**src/rtl/branch_resolve_ctrl.sv**
```systemverilog
// ============================================================================
// branch_resolve_ctrl : 2-bit counter branch predictor, EX-stage resolve,
//                       registered PC redirect and multi-cycle pipe flush.
// Revision: 1.0
// ============================================================================
`default_nettype none

module branch_resolve_ctrl #(
    parameter int PC_W      = 32,
    parameter int IDX_W     = 4,
    parameter int FLUSH_CYC = 2,
    parameter int CNT_W     = 16
) (
    input  logic             clk,
    input  logic             rst_n,
    input  logic [PC_W-1:0]  if_pc,
    output logic             if_pred_taken,
    input  logic             ex_valid,
    input  logic [PC_W-1:0]  ex_pc,
    input  logic [3:0]       ex_branch_ctl,
    input  logic             ex_pred_taken,
    input  logic             ex_branch_out,
    input  logic [PC_W-1:0]  ex_target,
    output logic             redirect_valid,
    output logic [PC_W-1:0]  redirect_pc,
    output logic             flush_o,
    output logic [CNT_W-1:0] br_count,
    output logic [CNT_W-1:0] mispred_count
);

    localparam int ENTRIES = 1 << IDX_W;
    localparam int FC_W    = 3;

    typedef enum logic [0:0] {
        IDLE  = 1'b0,
        FLUSH = 1'b1
    } state_t;

    state_t           state_q, state_d;
    logic [1:0]       tbl_q [ENTRIES];
    logic [1:0]       tbl_d [ENTRIES];
    logic             redirect_valid_q, redirect_valid_d;
    logic [PC_W-1:0]  redirect_pc_q, redirect_pc_d;
    logic             flush_q, flush_d;
    logic [FC_W-1:0]  fcnt_q, fcnt_d;
    logic [CNT_W-1:0] br_count_q, br_count_d;
    logic [CNT_W-1:0] mispred_count_q, mispred_count_d;

    logic             is_branch;
    logic             resolve;
    logic             mispredict;
    logic [IDX_W-1:0] if_idx;
    logic [IDX_W-1:0] ex_idx;
    logic             unused_pc_bits;

    assign if_idx = if_pc[IDX_W+1:2];
    assign ex_idx = ex_pc[IDX_W+1:2];
    assign unused_pc_bits = ^{if_pc[1:0], if_pc[PC_W-1:IDX_W+2]};

    always_comb begin
        is_branch = 1'b0;
        case (ex_branch_ctl)
            4'b0111, 4'b1011, 4'b1100, 4'b1101: is_branch = 1'b1;
            default:                            is_branch = 1'b0;
        endcase
    end

    // Wrong-path instructions sitting in EX during FLUSH must not resolve.
    assign resolve    = ex_valid & is_branch & (state_q == IDLE);
    assign mispredict = resolve & (ex_branch_out != ex_pred_taken);

    // Read the registered table: a same-index update is seen next cycle.
    assign if_pred_taken = tbl_q[if_idx][1];

    always_comb begin
        tbl_d = tbl_q;
        if (resolve) begin
            if (ex_branch_out) begin
                if (tbl_q[ex_idx] != 2'b11) tbl_d[ex_idx] = tbl_q[ex_idx] + 2'b01;
            end else begin
                if (tbl_q[ex_idx] != 2'b00) tbl_d[ex_idx] = tbl_q[ex_idx] - 2'b01;
            end
        end
    end

    always_comb begin
        br_count_d      = br_count_q;
        mispred_count_d = mispred_count_q;
        if (resolve && (br_count_q != {CNT_W{1'b1}}))
            br_count_d = br_count_q + CNT_W'(1);
        if (mispredict && (mispred_count_q != {CNT_W{1'b1}}))
            mispred_count_d = mispred_count_q + CNT_W'(1);
    end

    always_comb begin
        state_d          = state_q;
        redirect_valid_d = 1'b0;
        redirect_pc_d    = redirect_pc_q;
        flush_d          = flush_q;
        fcnt_d           = fcnt_q;
        case (state_q)
            IDLE: begin
                if (mispredict) begin
                    state_d          = FLUSH;
                    redirect_valid_d = 1'b1;
                    redirect_pc_d    = ex_branch_out ? ex_target : (ex_pc + PC_W'(4));
                    flush_d          = 1'b1;
                    fcnt_d           = FC_W'(FLUSH_CYC - 1);
                end
            end
            FLUSH: begin
                if (fcnt_q != '0) begin
                    fcnt_d = fcnt_q - FC_W'(1);
                end else begin
                    flush_d = 1'b0;
                    state_d = IDLE;
                end
            end
            default: begin
                state_d = IDLE;
                flush_d = 1'b0;
            end
        endcase
    end

    always_ff @(posedge clk or negedge rst_n) begin
        if (!rst_n) begin
            state_q          <= IDLE;
            redirect_valid_q <= 1'b0;
            redirect_pc_q    <= '0;
            flush_q          <= 1'b0;
            fcnt_q           <= '0;
            br_count_q       <= '0;
            mispred_count_q  <= '0;
            for (int i = 0; i < ENTRIES; i++) tbl_q[i] <= 2'b01;
        end else begin
            state_q          <= state_d;
            redirect_valid_q <= redirect_valid_d;
            redirect_pc_q    <= redirect_pc_d;
            flush_q          <= flush_d;
            fcnt_q           <= fcnt_d;
            br_count_q       <= br_count_d;
            mispred_count_q  <= mispred_count_d;
            for (int i = 0; i < ENTRIES; i++) tbl_q[i] <= tbl_d[i];
        end
    end

    assign redirect_valid = redirect_valid_q;
    assign redirect_pc    = redirect_pc_q;
    assign flush_o        = flush_q;
    assign br_count       = br_count_q;
    assign mispred_count  = mispred_count_q;

endmodule

`default_nettype wire
```
**config.mk**
```make
export PLATFORM = sky130hd
export DESIGN_NAME = branch_resolve_ctrl
export DESIGN_NICKNAME = d
export VERILOG_FILES = /design/src/rtl/branch_resolve_ctrl.sv
export SDC_FILE = /design/constraint.sdc
export NUM_CORES = 1
export LEC_CHECK = 0
export ABC_AREA = 1
export CAP_MARGIN = 0
export CORE_ASPECT_RATIO = 1.2
export CORE_MARGIN = 8
export CORE_UTILIZATION = 40
export DETAILED_ROUTE_END_ITERATION = 12
export GPL_ROUTABILITY_DRIVEN = 1
export MAX_ROUTING_LAYER = met4
export PLACE_DENSITY = 0.75
export RECOVER_POWER = 25
export SYNTH_ARGS = -nofsm -noshare
export SYNTH_HDL_FRONTEND = slang
export SYNTH_SLANG_ARGS = --single-unit
```
**constraint.sdc**
```tcl
create_clock -name clk -period 3.7 [get_ports clk]
set_clock_uncertainty 0.2 [all_clocks]
set_input_delay 0.555 -clock clk [delete_from_list [all_inputs] [get_ports clk]]
set_output_delay 0.555 -clock clk [all_outputs]
set_load 0.005 [all_outputs]
```
==> reports/results.ini, run 1 <==
[status]
status=finished, violations left
violations=capacitance limit, slew limit

[worst_setup_path]
cp.depth=15
critical-path-top-delay-family=simple AND/OR/NAND/NOR gates
crit_path_end=tbl_q[17]
path_class=input port to register
arrival_ps=3240
worst_setup_path_end_kind=register
critPathBufInv=4
ff2ff_path_depth=10
cp_slowest_stage_delay_ps=500
rrSetupSlack_ps=1110
crit_chain=clkdlybuf4s50_1 -> clkinv_1 -> o21ai_0 -> o21ai_0 -> nand2_1 -> nand2_1 -> nor2_4 -> inv_1 -> ha_1 -> nand2_1 -> inv_1 -> a21oi_2 -> nand2_1 -> nor2_1 -> o21ai_0
cp_max_fo=15
r2r_end=tbl_q[17]
crit_path_start=ex_pc[3]
worstPathRequired_ps=3720
cpMostUsedCell=nand2_1
cpMaxStageDelayCell=clkdlybuf4s50_1
startpoint_type=input port

[finish]
seq_area_um2=2570
antenna_cells=0
multi_input_comb_area_um2=3450
layout_commonest_cell=nand2_1
layout-drive-gt1-share_pct=5.71
fillers=1657
final_cell_mix=330 x nand2_1, 142 x clkdlybuf4s50_1, 139 x nor2_1
final_cells=1333
fin_area_um2=8490
nNetsFinal=1231
fin_util_pct=52.4
area_growth_syn_to_layout_pct=28.8

[timing]
setup_violations=0
holdWs_ps=280
hold_viol=0
grt_setup_unrepaired=false
fin_crit_sh_pct=87.0
setup_ws_ps=481
min_period_ps=3220
clock.fmax_ghz=0.311
worst_pin_slew_ps=1520
slew-limit-headroom_pct=-1.23
maxSlewViolCount=25
finalSetupTns_ps=0

[floorplan]
num_io_pins=172
core_um2=16200
chipHeight_um=157
dieArea_um2=20900
rows=51
initial_core_util_pct=40.7
chipWidth_um=133

[placement]
dp_hpwl_mm=14.2
portBuffers=143
place_area_um2=8210
dp.cells=1316
gp_congestion=0.887
place_ws_ps=154

[power_and_ir_drop]
p_seq_share_pct=41.3
p_int_mw=2.99
ir_worst_vdd_mv=0.298
netSwitchingFraction_pct=34.5
p_per_area_nw_per_um2=538
switchingPower_mw=1.57
combPwrFrac_pct=39.0
p_total_mw=4.57
p_leak_nw=3.88
pwr-share-clk_pct=19.8

[global_routing]
grt-ovfl-total=0
grt_pass1_wl_mm=31.1
antenna_found_initial=0
grt_usage_pct=18.6
grt_max_degree=79
grt_pass1_vias=6391

[synth]
synth_area_um2=6590
synth-seq-cells=102
syn_area_per_cell_um2=6.73
synthTopCellsByArea=dfrtp_1 33%, nand2_1 19%, nor2_1 7.9%
synth_nets=1094
yosysUniqueCellTypes=39
syn-instance-count=979
synthFlopType=dfrtp_1
synthArstFlopShare_pct=100
synth_seq_area_share_pct=39.0
ys_warn_count=0
post-synth-top-area-cell=dfrtp_1
yosysTopAreaCellShare_pct=32.6
synth_edf_count=0

[routing]
firstDrtPassIters=5
via_count=6622
drt_iter0_markers=381
drt_wl_total_mm=18.7
drtAntennaViolNets=0
via_per_inst=4.97
wl_per_cell_um=14.0
drc=0

[run]
cap_violations=1

[cts]
path_clk_slew_ps=70
cts_made_buffers=9
cts_sinks=102
clockBufferDepth=2
cts-root-buf=clkbuf_16
cts_tree=built
htree_levels=3
worstSkewPairLatency_ps=340

[hold_path]
hold_path.class=register to register
whs_path_depth=2

-- synth_stat cells (all sizes together), types with 6 or more instances --
cell	count
dfrtp	86
nor3	20
a21oi	22
buf	22
o211ai	6
dfstp	16
ha	10
nor2	145
xnor2	11
o21ai	97
nand3	59
nand2	334
nand4	12
xor2	10
inv	101
clkbuf	7
-- layout make-up --
| class | instances | share of cell area (%) |
|---|---|---|
| tap | 212 | 3.12 |
| timing repair buffer | 155 | 18.2 |
| clock inverter | 3 | 0.221 |
| clock buffer | 13 | 2.95 |
| sequential | 102 | 30.3 |
| multi-input combinational | 745 | 40.6 |
| inverter | 103 | 4.58 |
-- routing by layer --
| metal | share of wire, % | track usage, % | vias to the layer above | wire, µm |
|---|---|---|---|---|
| li1 | - | - | 3378 | - |
| met1 | 44 | 22.5 | 3041 | 8260 |
| met2 | 48 | 30.1 | 175 | 8910 |
| met3 | 5.6 | 3.75 | 28 | 1050 |
| met4 | 2.5 | 7.61 | 0 | 468 |
| met5 | 0 | - | - | 0 |
-- what timing repair did --
item                       in CTS  in global routing
buffers inserted                0                  0
hold buffers                    1                  0
gates resized for setup         0                  0
setup endpoints to repair       0                  0
hold endpoints to repair       24                  0
-- power by group through the flow --
stage,registers (mW),logic (mW),clock network [mW]
floorplan,1.87,0.829,0
global placement,1.89,1.76,0
detailed placement,1.90,1.80,0
CTS,1.89,1.81,0.939
global route,1.95,2.00,0.980
finish,1.88,1.78,0.903
-- logic make-up (layout without fill, tap and decap cells) --
family / count (synthesis) / count (layout) / synth area share (%)
simple gates: 576 / 576 / 36.1
compound gates: 138 / 138 / 11.5
flops: 102 / 102 / 39.0
fa+ha+maj: 10 / 10 / 1.90
xor+xnor: 21 / 21 / 2.79
buf+inv: 132 / 274 / 8.64
-- worst min-delay path by stage --
stage                 endpoint  slack, ps
3_5_place_dp   redirect_pc[11]        260
4_1_cts               register        280
6_report              register        280
5_1_grt               register        300
2_1_floorplan      br_count[0]         60
3_3_place_gp    redirect_pc[4]        260
-- tightest hold or removal path: stages (launching register included) --
cell	delay (ps)
dfstp_2	370
o21ai_0	60
nand2_1	50
(Power assumes the default switching activity.)
==> run 2: changes to the inputs <==
CORE_ASPECT_RATIO = 1.25   (was 1.2)
CTS_BUF_LIST = sky130_fd_sc_hd__clkbuf_8   (was not set)
==> reports/results.ini, run 2 (synthesis gave the netlist of run 1 again) <==
[global_routing]
grt_pass1_wl_mm=31.1  ; +0.14%
antenna_found_initial=0  ; unchanged
grt_usage_pct=19.1  ; +0.46 points
grt_max_degree=60  ; -24%
grt-ovfl-total=0  ; unchanged
grt_pass1_vias=6498  ; +1.7%

[routing]
drt_iter0_markers=470  ; +23%
via_count=6579  ; -0.65%
firstDrtPassIters=5  ; unchanged
drc=0  ; unchanged
wl_per_cell_um=14.1  ; +0.62%
drt_wl_total_mm=18.9  ; +1.3%
via_per_inst=4.90  ; -1.3%
drtAntennaViolNets=0  ; unchanged

[power_and_ir_drop]
p_per_area_nw_per_um2=529  ; -1.7%
p_total_mw=4.47  ; -2.0%
ir_worst_vdd_mv=0.317  ; +6.4%
p_leak_nw=3.86  ; -0.34%

[floorplan]
rows=52  ; +2.0%
core_um2=16200  ; about the same
dieArea_um2=20900  ; about the same
num_io_pins=172  ; unchanged
initial_core_util_pct=40.7  ; about the same
chipHeight_um=160  ; +1.9%
chipWidth_um=131  ; -1.8%

[cts]
cts-root-buf=clkbuf_8
path_clk_slew_ps=90  ; +20 ps
htree_levels=3  ; unchanged
worstSkewPairLatency_ps=380  ; +40 ps
clockBufferDepth=2  ; unchanged
cts_sinks=102  ; unchanged
cts_tree=built
cts_made_buffers=9  ; unchanged

[status]
violations=capacitance limit, slew limit
status=finished, violations left

[finish]
nNetsFinal=1236  ; +0.41%
area_growth_syn_to_layout_pct=28.4
multi_input_comb_area_um2=3450  ; unchanged
fillers=1610  ; -2.8%
final_cell_mix=330 x nand2_1, 142 x clkdlybuf4s50_1, 139 x nor2_1
antenna_cells=0  ; unchanged
layout-drive-gt1-share_pct=6.31  ; +0.60 points
seq_area_um2=2570  ; unchanged
layout_commonest_cell=nand2_1

[timing]
maxSlewViolCount=40  ; +60%
min_period_ps=3170  ; -48.8 ps
grt_setup_unrepaired=false
setup_violations=0  ; unchanged
fin_crit_sh_pct=85.7  ; -1.3 points
clock.fmax_ghz=0.315  ; +1.5%
worst_pin_slew_ps=2190  ; +668 ps
slew-limit-headroom_pct=-45.8  ; -45 points
finalSetupTns_ps=0  ; unchanged
hold_viol=0  ; unchanged

[worst_setup_path]
cp_max_fo=16  ; +1
path_class=input port to output port
worstPathRequired_ps=2940  ; -780 ps
startpoint_type=input port
arrival_ps=2410  ; -830 ps
worst_setup_path_end_kind=output port
ff2ff_path_depth=16  ; +6

[placement]
dp_hpwl_mm=14.4  ; +1.5%
gp_congestion=0.942  ; +6.2%
portBuffers=143  ; unchanged

[run]
cap_violations=1  ; unchanged

[hold_path]
whs_path_depth=2  ; unchanged
hold_path.class=register to register

[run 2: cell count changes in the layout (fill, tap and decap cells not counted)]
cell        previous run  this run
buf_4                  9        15
clkbuf_1               4         2
clkbuf_16              9         0
clkinv_2               2         0
inv_6                  1         2
clkbuf_8               1        10
buf_12                 2         0
clkinvlp_4             0         2
bufinv_16              0         2
[run 2: worst paths after layout]
path                           from             to  slack (ps)
max                        if_pc[2]  if_pred_taken         530
min                        register       register         280
max reg2reg                register       tbl_q[3]        1050
min reg2reg                register       register         280
max in group asynchronous     rst_n      async pin         730
min in group asynchronous     rst_n      tbl_q[17]        1140
[run 2: worst max-delay path, stage by stage]
cell	delay (ps)
clkdlybuf4s50_1	780
nand2_1	90
o21ai_0	90
nand2_1	70
nand3_1	100
nand2_1	50
o21ai_0	150
clkdlybuf4s50_1	530
[run 2: final cells by class]
| type | count | share of cell area (%) |
|---|---|---|
| flip-flops and latches | 102 | 30.4 |
| inverters | 103 | 4.60 |
| repair buffers | 160 | 18.3 |
| multi-input cells | 745 | 40.8 |
| well taps | 216 | 3.19 |
| clock buffers | 10 | 1.63 |
| clock inverters | 6 | 1.09 |
[run 2: layer usage]
metal | track usage (%) | vias up | wire (µm)
met2 | 31.7 | 149 | 9280
met1 | 22.1 | 3022 | 8160
met5 | - | - | 0
met4 | 6.07 | 0 | 317
met3 | 4.52 | 22 | 1180
li1 | - | 3386 | -
[run 2: through the flow]
stage | hold slack [ps] | util, % | cell area, µm² | setup slack (ps) | cells
after floorplan | 59.4 | - | 6590 | 1010 | 979
after global placement | 262 | 50.8 | 8230 | 226 | 1325
after detailed placement | 264 | 50.8 | 8230 | 191 | 1325
after CTS | 286 | 52.3 | 8470 | 515 | 1342
after global routing | 300 | 52.2 | 8460 | 245 | 1342
final | 284 | 52.2 | 8460 | 530 | 1342
[run 2: report_power, final]
group	switching, mW	internal, mW
clock network	0.425	0.405
registers	0.305	1.57
logic	0.840	0.926
[run 2: timing repair]
action,in CTS,in global routing
buffers inserted,0,0
resized for setup,0,0
hold endpoints to repair,30,0
hold buffers,1,0
